File: config.mk
export PLATFORM = sky130hd
export DESIGN_NAME = arb_mux
export DESIGN_NICKNAME = d
export VERILOG_FILES = /design/src/rtl/mux_pkg.sv /design/src/rtl/rr_arbiter.sv /design/src/rtl/arb_mux.sv
export SDC_FILE = /design/constraint.sdc
export NUM_CORES = 1
export LEC_CHECK = 0
export CAP_MARGIN = 25
export CELL_PAD_IN_SITES_DETAIL_PLACEMENT = 2
export CELL_PAD_IN_SITES_GLOBAL_PLACEMENT = 2
export CORE_ASPECT_RATIO = 0.75
export CORE_UTILIZATION = 25
export CTS_CLUSTER_DIAMETER = 30
export DETAILED_ROUTE_END_ITERATION = 8
export PLACE_DENSITY_LB_ADDON = 0.1
export SLEW_MARGIN = 5
export SYNTH_ARGS = -nofsm -noshare
export SYNTH_HDL_FRONTEND = slang
export SYNTH_SLANG_ARGS = --single-unit
File: constraint.sdc
create_clock -name clk -period 3.5 [get_ports clk]
set_clock_uncertainty 0.2 [all_clocks]
set_input_delay 0.525 -clock clk [delete_from_list [all_inputs] [get_ports clk]]
set_output_delay 0.525 -clock clk [all_outputs]
set_load 0.02 [all_outputs]
File: src/rtl/mux_pkg.sv
// Shared types and default sizing for the arbitrating output mux.
package mux_pkg;

  typedef enum logic {ARB_FIXED, ARB_RR} arb_mode_t;

  localparam int DEFAULT_WIDTH = 4;
  localparam int DEFAULT_N     = 4;

endpackage

File: src/rtl/rr_arbiter.sv
// Combinational rotate-priority picker: the first set request at or after
// base (wrapping) wins. Fixed priority is base tied to zero.
module rr_arbiter #(
  parameter int N = 4
) (
  input  logic [N-1:0]         req,
  input  logic [$clog2(N)-1:0] base,
  output logic [N-1:0]         gnt,
  output logic [$clog2(N)-1:0] gnt_idx,
  output logic                 any
);

  localparam int IDXW = $clog2(N);

  int              j;
  logic [IDXW-1:0] idx;

  // Scan offsets 0..N-1 from base; the first hit locks out later candidates.
  always_comb begin
    gnt     = '0;
    gnt_idx = '0;
    any     = 1'b0;
    j       = 0;
    idx     = '0;
    for (int k = 0; k < N; k++) begin
      j = int'(base) + k;
      if (j >= N) j = j - N;
      idx = j[IDXW-1:0];
      if (!any && req[idx]) begin
        gnt[idx] = 1'b1;
        gnt_idx  = idx;
        any      = 1'b1;
      end
    end
  end

endmodule

File: src/rtl/arb_mux.sv
// N-channel registered mux: arbitrates among valid producers and loads the
// winner into a single output register with valid/ready on both sides.
module arb_mux
  import mux_pkg::*;
#(
  parameter int        WIDTH = DEFAULT_WIDTH,
  parameter int        N     = DEFAULT_N,
  parameter arb_mode_t MODE  = ARB_RR
) (
  input  logic                 clk,
  input  logic                 reset,
  input  logic [N-1:0]         in_valid,
  input  logic [N*WIDTH-1:0]   in_data,
  output logic [N-1:0]         in_ready,
  output logic                 out_valid,
  output logic [WIDTH-1:0]     out_data,
  output logic [$clog2(N)-1:0] out_ch,
  input  logic                 out_ready
);

  localparam int              IDXW = $clog2(N);
  localparam logic [IDXW-1:0] LAST = IDXW'(N - 1);

  logic [IDXW-1:0]  ptr;
  logic [IDXW-1:0]  base;
  logic [IDXW-1:0]  gnt_idx;
  logic [N-1:0]     gnt;
  logic             any;
  logic             load;
  logic             take;
  logic [WIDTH-1:0] ch_data [N];

  for (genvar i = 0; i < N; i++) begin : g_unpack
    assign ch_data[i] = in_data[i*WIDTH +: WIDTH];
  end

  assign base = (MODE == ARB_RR) ? ptr : '0;

  rr_arbiter #(.N(N)) u_arb (
    .req     (in_valid),
    .base    (base),
    .gnt     (gnt),
    .gnt_idx (gnt_idx),
    .any     (any)
  );

  // The output register can accept a beat when empty or being drained now.
  assign load     = !out_valid || out_ready;
  assign take     = load && any && !reset;
  assign in_ready = take ? gnt : '0;

  always_ff @(posedge clk) begin
    if (reset) begin
      out_valid <= 1'b0;
      out_data  <= '0;
      out_ch    <= '0;
      ptr       <= '0;
    end else if (load) begin
      if (any) begin
        out_valid <= 1'b1;
        out_data  <= ch_data[gnt_idx];
        out_ch    <= gnt_idx;
        if (MODE == ARB_RR)
          ptr <= (gnt_idx == LAST) ? '0 : gnt_idx + IDXW'(1);
      end else begin
        out_valid <= 1'b0;
      end
    end
  end

endmodule

==> results of run 1 <==
-- kinds of logic (layout without fill, tap and decap cells) --
group | after synthesis | count (layout)
AO/OA/AOI/OAI | 24 | 24
AND/OR/NAND/NOR | 37 | 37
multiplexers | 15 | 15
adder cells (fa/ha/maj) | 7 | 7
buffers and inverters | 8 | 57
XOR/XNOR | 2 | 2
flip-flops | 9 | 9
-- path summary, 6_finish.rpt --
| check | cells after the start | to | from |
|---|---|---|---|
| worst max-delay path | 9 | in_ready[2] | in_valid[0] |
| worst min-delay path | 2 | out_valid | out_valid |
| worst min register to register | 2 | out_valid | out_valid |
| worst max register to register | 10 | out_data[2] | base[0] |
-- power breakdown --
part           leakage, nW  switching [mW]  internal, mW  total (mW)
Clock               0.0228          0.0456        0.0798       0.125
Sequential          0.0748          0.0209         0.148       0.169
Combinational        0.524           0.472         0.470       0.942
-- registers in the layout, summed over array words and instances (netlist names) --
name,flops
base,2
out_valid,1
out_data,4
out_ch,2
-- through the flow --
| step | hold WS [ns] | cells | instance area (um^2) |
|---|---|---|---|
| after detailed placement | 0.2837 | 198 | 1469 |
| after floorplan | 0.3400 | 102 | 998.5 |
| after CTS | 0.2943 | 202 | 1509 |
| after global routing | 0.3267 | 203 | 1526 |
| final | 0.2828 | 203 | 1526 |
| after global placement | 0.2552 | 198 | 1469 |
-- timing repair --
item / in CTS / in global routing
hold endpoints to repair: 0 / 0
hold buffers: 0 / 0
setup endpoints to repair: 4 / 4
gates cloned: 0 / 0
buffers inserted: 0 / 1
gates resized for setup: 4 / 3
-- cell type report --
type                       count  area share
multi-input combinational     85      0.5033
clock buffer                   4     0.02951
tap                           52     0.04262
sequential                     9      0.1180
inverter                       3    0.007377
timing repair buffer          50      0.2992
-- worst register-to-register path: stages, from the launching register on --
cell and delay [ns]:
dfxtp_1 0.32, inv_1 0.11, ha_1 0.44, mux4_2 0.43, buf_4 0.18, nor2b_4 0.15, buf_4 0.14, nor2_4 0.04
o21ai_4 0.31, mux2_1 0.38, a221o_1 0.33
-- cells in the mapped netlist (2+ instances only) --
library cell / instances / share of area
a21oi_1: 4 / 0.020
ha_1: 7 / 0.088
a22oi_1: 4 / 0.030
nor2b_1: 2 / 0.013
mux2_4: 3 / 0.045
nand3_1: 2 / 0.010
nand2_1: 5 / 0.019
inv_1: 3 / 0.011
dfxtp_1: 9 / 0.18
buf_6: 3 / 0.034
nand2b_1: 3 / 0.019
nor2_1: 13 / 0.049
mux2_1: 5 / 0.056
a221o_1: 4 / 0.040
a221oi_1: 4 / 0.035
nor2b_4: 2 / 0.028
mux2i_1: 2 / 0.020
o21ai_4: 2 / 0.033
nor3b_1: 4 / 0.030
mux4_2: 3 / 0.068
-- layer usage --
| metal | part of all wire | up-vias | GRT usage |
|---|---|---|---|
| met3 | 0.041 | 0 | 0.03950 |
| li1 | - | 482 | - |
| met2 | 0.48 | 23 | 0.2677 |
| met1 | 0.48 | 494 | 0.2215 |
| met5 | 0 | - | 0 |
| met4 | 0 | 0 | 0.02426 |
==> summary.md, run 1 <==
| Metric | Value |
|---|---|
| Run status | complete, no violations |
| Maximum level of the CTS H-tree | 1 |
| Asr flop ratio synth | 0 |
| TritonCTS buffer count | 3 |
| Worst hold-check path type | flop to flop |
| Detailed placer's ending HPWL | 2533 um |
| Nets in the synthesized netlist | 132 |
| WL/cell | 15.59 um |
| Crit path buf inv count | 3 |
| Critical path type | input pin to primary output |
| Library cells used by synthesis | 38 |
| Fin crit period | 3.391 ns |
| Antenna-violating nets left | 0 |
| Number of enable flip-flop cells after synthesis | 0 |
| Final sum of negative setup slack | 0 ns |
| End-of-flow core utilization | 0.4090 |
| Cells after synthesis | 102 |
| Tcrit/Tclk final | 0.9688 |
| Most common cell after layout, fill and taps aside | clkdlybuf4s50_1 |
| CP Capture Type | primary output |
| Number of antenna violations at the first check in global routing | 0 |
| Count of maximum capacitance violations | 0 |
| Critical-path cell with the highest stage delay | mux4_2 |
| Starting density of the core | 0.2675 |
| Mux cell area share after synthesis | 0.2268 |
| Share of synthesized area occupied by flip-flops and latches | 0.1805 |
| TritonCTS clock tree | done |
| GRT overflow | 0 |
| Leak Pwr | 0.6215 nW |
| Normalized max-slew margin | 0.7375 |
| Top cell by count, worst path | nor2_1 |
| Startpoint type of the worst setup path | input pin |
| Cell Area, Synth | 998.5 um^2 |
| Mapped Avg Cell Area | 9.789 um^2 |
| Yosys warning count | 0 |
| CP top delay family | buffers and inverters |
| Vias/cell | 4.921 |
| Net count, final | 182 |
| Fill cell total of the finished layout | 420 |
| Complex-gate fraction of the synthesized area | 0.2105 |
| Xor/xnor share of the synthesized area | 0.01754 |
| Adder and majority cell fraction of the synthesized area | 0.08772 |
| Area Growth Syn to Fin | 52.88% |
| Clock edge transition at the registers on the reported setup and hold paths | 0.05 ns |
| Ordered cell list for the critical path | clkdlybuf4s50_1, mux4_2, buf_4, nor2b_4, a22oi_1, nor2_1, a221oi_2, nor2_1, dlygate4sd2_1 |
| Transition time at the pin with the least slew margin | 0.3910 ns |
| Sink Count | 9 |
| Area used by multi-input combinational logic | 768.2 um^2 |
| Core ar. | 3732 um^2 |
| Setup ws final | 0.1092 ns |
| Floorplan die height | 56.73 um |
| Pin count of the biggest net entering global routing | 16 |
| Final hold violations | 0 |
| Gpl congestion | 0.7198 |
| Commonest cells after routing, fill and taps aside | clkdlybuf4s50_1 (28), buf_4 (17), nor2_1 (13), dfxtp_1 (9), ha_1 (7) |
| FMAX | 294.9 MHz |
| DIE AREA | 4253 um^2 |
| Via count | 999 |
| Ports placed on the boundary | 34 |
| Max FO, Critical Path | 7 |
| Buffer levels on the longest clock path | 2 |
| Main combinational cell family by area after synthesis | multiplexers |
| Setup slack at placement | -0.1632 ns |
| Final Power | 1.236 mW |
| Initial DRC count | 17 |
| Clk Latency, worst-skew pair | 0.23 ns |
| Critical path's largest stage delay | 0.58 ns |
| Total power density per cell area | 809.9 nW/um^2 |
| Worst setup slack for register-to-register paths | 0.35 ns |
| Final Max Slew Viols | 0 |
| Ant. Diodes | 0 |
| Post-route DRC violation count | 0 |
| Number of optimization iterations in the first detailed-route pass | 4 |
| Input/output buffers | 33 |
| Max IR drop VDD | 0.3334 mV |
| Routed wire length | 3165 um |
| Root cell of the clock tree | clkbuf_8 |
| Number of storage elements in the synthesis netlist | 9 |
| Number of global-route vias before repair | 1083 |
| Final setup viols | 0 |
| Fraction of final layout cells with drive strength greater than 1 | 0.2517 |
| Area fraction in and, or, nand and nor cells after synthesis | 0.2206 |
| Required @ worst endpoint | 2.77 ns |
| # rows | 19 |
| Predominant post-synthesis flop cell | dfxtp_1 |
| Width of the chip | 74.98 um |
| First-pass GRT wire length | 5223 um |
| Critical Path AT | 2.67 ns |
| GRT Total Usage | 0.1642 |
| Sequential cell area | 180.2 um^2 |
Power figures use the tool's default switching activity.
==> run 2, diff against run 1 <==
--- a/config.mk
+++ b/config.mk
@@ -5,11 +5,13 @@
 export SDC_FILE = /design/constraint.sdc
 export NUM_CORES = 1
 export LEC_CHECK = 0
+export ABC_AREA = 1
 export CAP_MARGIN = 25
 export CELL_PAD_IN_SITES_DETAIL_PLACEMENT = 2
 export CELL_PAD_IN_SITES_GLOBAL_PLACEMENT = 2
 export CORE_ASPECT_RATIO = 0.75
-export CORE_UTILIZATION = 25
+export CORE_UTILIZATION = 24
+export CTS_BUF_LIST = sky130_fd_sc_hd__clkbuf_16
 export CTS_CLUSTER_DIAMETER = 30
 export DETAILED_ROUTE_END_ITERATION = 8
 export PLACE_DENSITY_LB_ADDON = 0.1
==> summary.md, run 2 <==
| Metric | Value |
|---|---|
| Normalized max-slew margin | 0.8358 |
| Fraction of power consumed by the clock network | 0.118 |
| Final sum of negative setup slack | 0 ns |
| Final Max Slew Viols | 0 |
| Critical path's largest stage delay | 0.59 ns |
| Area after DPL | 1597 um^2 |
| Detailed placer's ending HPWL | 3405 um |
| Leak Pwr | 0.9326 nW |
| Cell with the most instances after synthesis | inv_1 |
| Ordered cell list for the critical path | clkdlybuf4s50_1, inv_1, nand2_1, nand3_2, nand2_4, nor2_8, nand2_1, o22ai_1, a21oi_1, o21ai_0, nand2_1, inv_1, clkdlybuf4s50_1 |
| Width of the chip | 82.19 um |
| Pin count of the biggest net entering global routing | 11 |
| Net count, final | 256 |
| Sink Count | 9 |
| Part of the total power dissipated in combinational logic | 0.780 |
| First-pass GRT wire length | 6610 um |
| Main combinational cell family by area after synthesis | simple AND/OR/NAND/NOR gates |
| Number of storage elements in the synthesis netlist | 9 |
| Total power density per cell area | 997.0 nW/um^2 |
| Worst hold-check path type | flop to flop |
| CP Capture Type | primary output |
| TritonCTS buffer count | 3 |
| CP top delay family | buffers and inverters |
| Via count | 1307 |
| Transition time at the pin with the least slew margin | 0.2454 ns |
| Number of enable flip-flop cells after synthesis | 0 |
| Mapped Avg Cell Area | 6.359 um^2 |
| Final setup viols | 0 |
| Share of synthesized area occupied by flip-flops and latches | 0.1557 |
| Maximum level of the CTS H-tree | 1 |
| Top cell by count, worst path | nand2_1 |
| Nets in the synthesized netlist | 212 |
| Mux cell area share after synthesis | 0 |
| Max FO, Critical Path | 6 |
| CTS hold repair buffers | 0 |
| Final hold violations | 0 |
| Number of resized instances in the post-cts repair step | 0 |
| GRT overflow | 0 |
| Cell accounting for the most synthesized area | dfxtp_1 |
| Starting density of the core | 0.2546 |
| Hold path depth | 2 |
| Ant. Diodes | 0 |
| Root cell of the clock tree | clkbuf_16 |
| Clk Latency, worst-skew pair | 0.23 ns |
| Core ar. | 4546 um^2 |
| GRT Total Usage | 0.1705 |
| Startpoint type of the worst setup path | input pin |
| Critical Path AT | 2.61 ns |
| # rows | 21 |
| Critical-path cell with the highest stage delay | clkdlybuf4s50_1 |
| Post-synth top area share | 0.1557 |
| FMAX | 299.9 MHz |
| Required @ worst endpoint | 2.77 ns |
| Setup repair after global routing missed its margin | no |
| Biggest area contributors in the synthesized netlist | dfxtp_1 (16%), inv_1 (13%), nand2_1 (9.7%), nand3_1 (7.8%), ha_1 (7.6%) |
| Cells after synthesis | 182 |
| Register with the most flip-flops | out_data |
| Fill cell total of the finished layout | 559 |
| Fin crit period | 3.334 ns |
| Post-CTS setup buffer count | 0 |
| Tcrit/Tclk final | 0.9526 |
| Complex-gate fraction of the synthesized area | 0.1059 |
| Antenna-violating nets left | 0 |
| Critical path type | input pin to primary output |
| Area fraction in and, or, nand and nor cells after synthesis | 0.4865 |
| Gpl congestion | 0.8235 |
| Post-route DRC violation count | 0 |
| Commonest cells after routing, fill and taps aside | inv_1 (42), nand2_1 (30), clkdlybuf4s50_1 (30), nand3_1 (18), nor2_1 (14) |
| Fraction of final layout cells with drive strength greater than 1 | 0.1956 |
| Predominant post-synthesis flop cell | dfxtp_1 |
| Cell Area, Synth | 1157 um^2 |
| Number of global-route vias before repair | 1397 |
| List of most frequent post-synthesis cells | inv_1 (41), nand2_1 (30), nand3_1 (18) |
| Routed wire length | 4134 um |
| Crit path buf inv count | 4 |
| Asr flop ratio synth | 0 |
| Count of maximum capacitance violations | 0 |
| Library cells used by synthesis | 28 |
| Run status | complete, no violations |
| Area Growth Syn to Fin | 45.62% |
| Buffer levels on the longest clock path | 2 |
| Xor/xnor share of the synthesized area | 0 |
| Floorplan die height | 62.14 um |
| DIE AREA | 5107 um^2 |
| Critical Path Stages | 13 |
| WL/cell | 14.66 um |
| Largest register FFs | 4 |
| Reported net switching power | 915.9 uW |
| Final Instance Area | 1685 um^2 |
| Adder and majority cell fraction of the synthesized area | 0.07568 |
| Most common cell after layout, fill and taps aside | inv_1 |
| Internal Power | 764.4 uW |
| Logic depth of the worst register-to-register path | 13 |
| Initial DRC count | 45 |
| Number of antenna violations at the first check in global routing | 0 |
| Number of optimization iterations in the first detailed-route pass | 4 |
| Sw frac | 0.5451 |
| TritonCTS clock tree | done |
| Ports placed on the boundary | 34 |
| Max IR drop VDD | 0.3720 mV |
| Vias/cell | 4.635 |
| Input/output buffers | 33 |
| Power share of the sequential group | 0.102 |
| Yosys warning count | 0 |
| Clock edge transition at the registers on the reported setup and hold paths | 0.04 ns |
==> run 2: worst paths after layout <==
check | slack [ns] | end | from
worst max-delay path | 0.17 | in_ready[0] | in_valid[1]
worst min-delay path | 0.29 | out_ch[1] | out_ch[1]
worst max register to register | 1.12 | out_data[1] | base[0]
worst min register to register | 0.29 | out_ch[1] | out_ch[1]
==> run 2: per-layer routing <==
layer,global-route usage,up-vias,part of all wire
met5,0,-,0
met4,0.03289,0,0.0082
met3,0.01765,5,0.026
met2,0.2800,27,0.47
met1,0.2380,612,0.49
li1,-,663,-
==> run 2: logic make-up (layout without fill, tap and decap cells) <==
family,Yosys count,in the layout
compound gates,21,21
fa+ha+maj,7,7
buf+inv,47,90
flops,9,9
simple gates,98,98
==> run 2: stage by stage <==
| step | hold slack [ns] | util | setup slack [ns] | std cells | power [mW] |
|---|---|---|---|---|---|
| 5_1_grt | 0.3265 | 0.3708 | 0.01179 | 282 | 1.836 |
| 3_3_place_gp | 0.2684 | 0.3512 | 0.1865 | 278 | 1.439 |
| 2_1_floorplan | 0.3449 | - | 0.7968 | 182 | 1.065 |
| 3_5_place_dp | 0.2717 | 0.3512 | 0.05828 | 278 | 1.493 |
| 6_report | 0.2910 | 0.3708 | 0.1660 | 282 | 1.680 |
| 4_1_cts | 0.2946 | 0.3686 | 0.04825 | 282 | 1.705 |
==> run 2: power groups by stage <==
stage / Clock [mW] / Sequential [mW] / Combinational [mW]
global placement: 0 / 0.170 / 1.27
floorplan: 0 / 0.223 / 0.841
detailed placement: 0 / 0.174 / 1.32
global route: 0.210 / 0.176 / 1.45
finish: 0.197 / 0.172 / 1.31
CTS: 0.199 / 0.174 / 1.33
==> run 2: tightest hold or removal path, stage by stage (launching register included) <==
cell     delay, ns
dfxtp_1       0.31
nand2_1       0.07
a21oi_1       0.06
==> run 2: layout make-up <==
class,instances,area [um^2],share of cell area
Clock buffer,3,75.07,0.04454
Clock inverter,1,3.754,0.002227
Inverter,45,181.4,0.1076
Multi-Input combinational cell,126,775.7,0.4603
Sequential cell,9,180.2,0.1069
Tap cell,57,71.32,0.04232
Timing Repair Buffer,41,397.9,0.2361
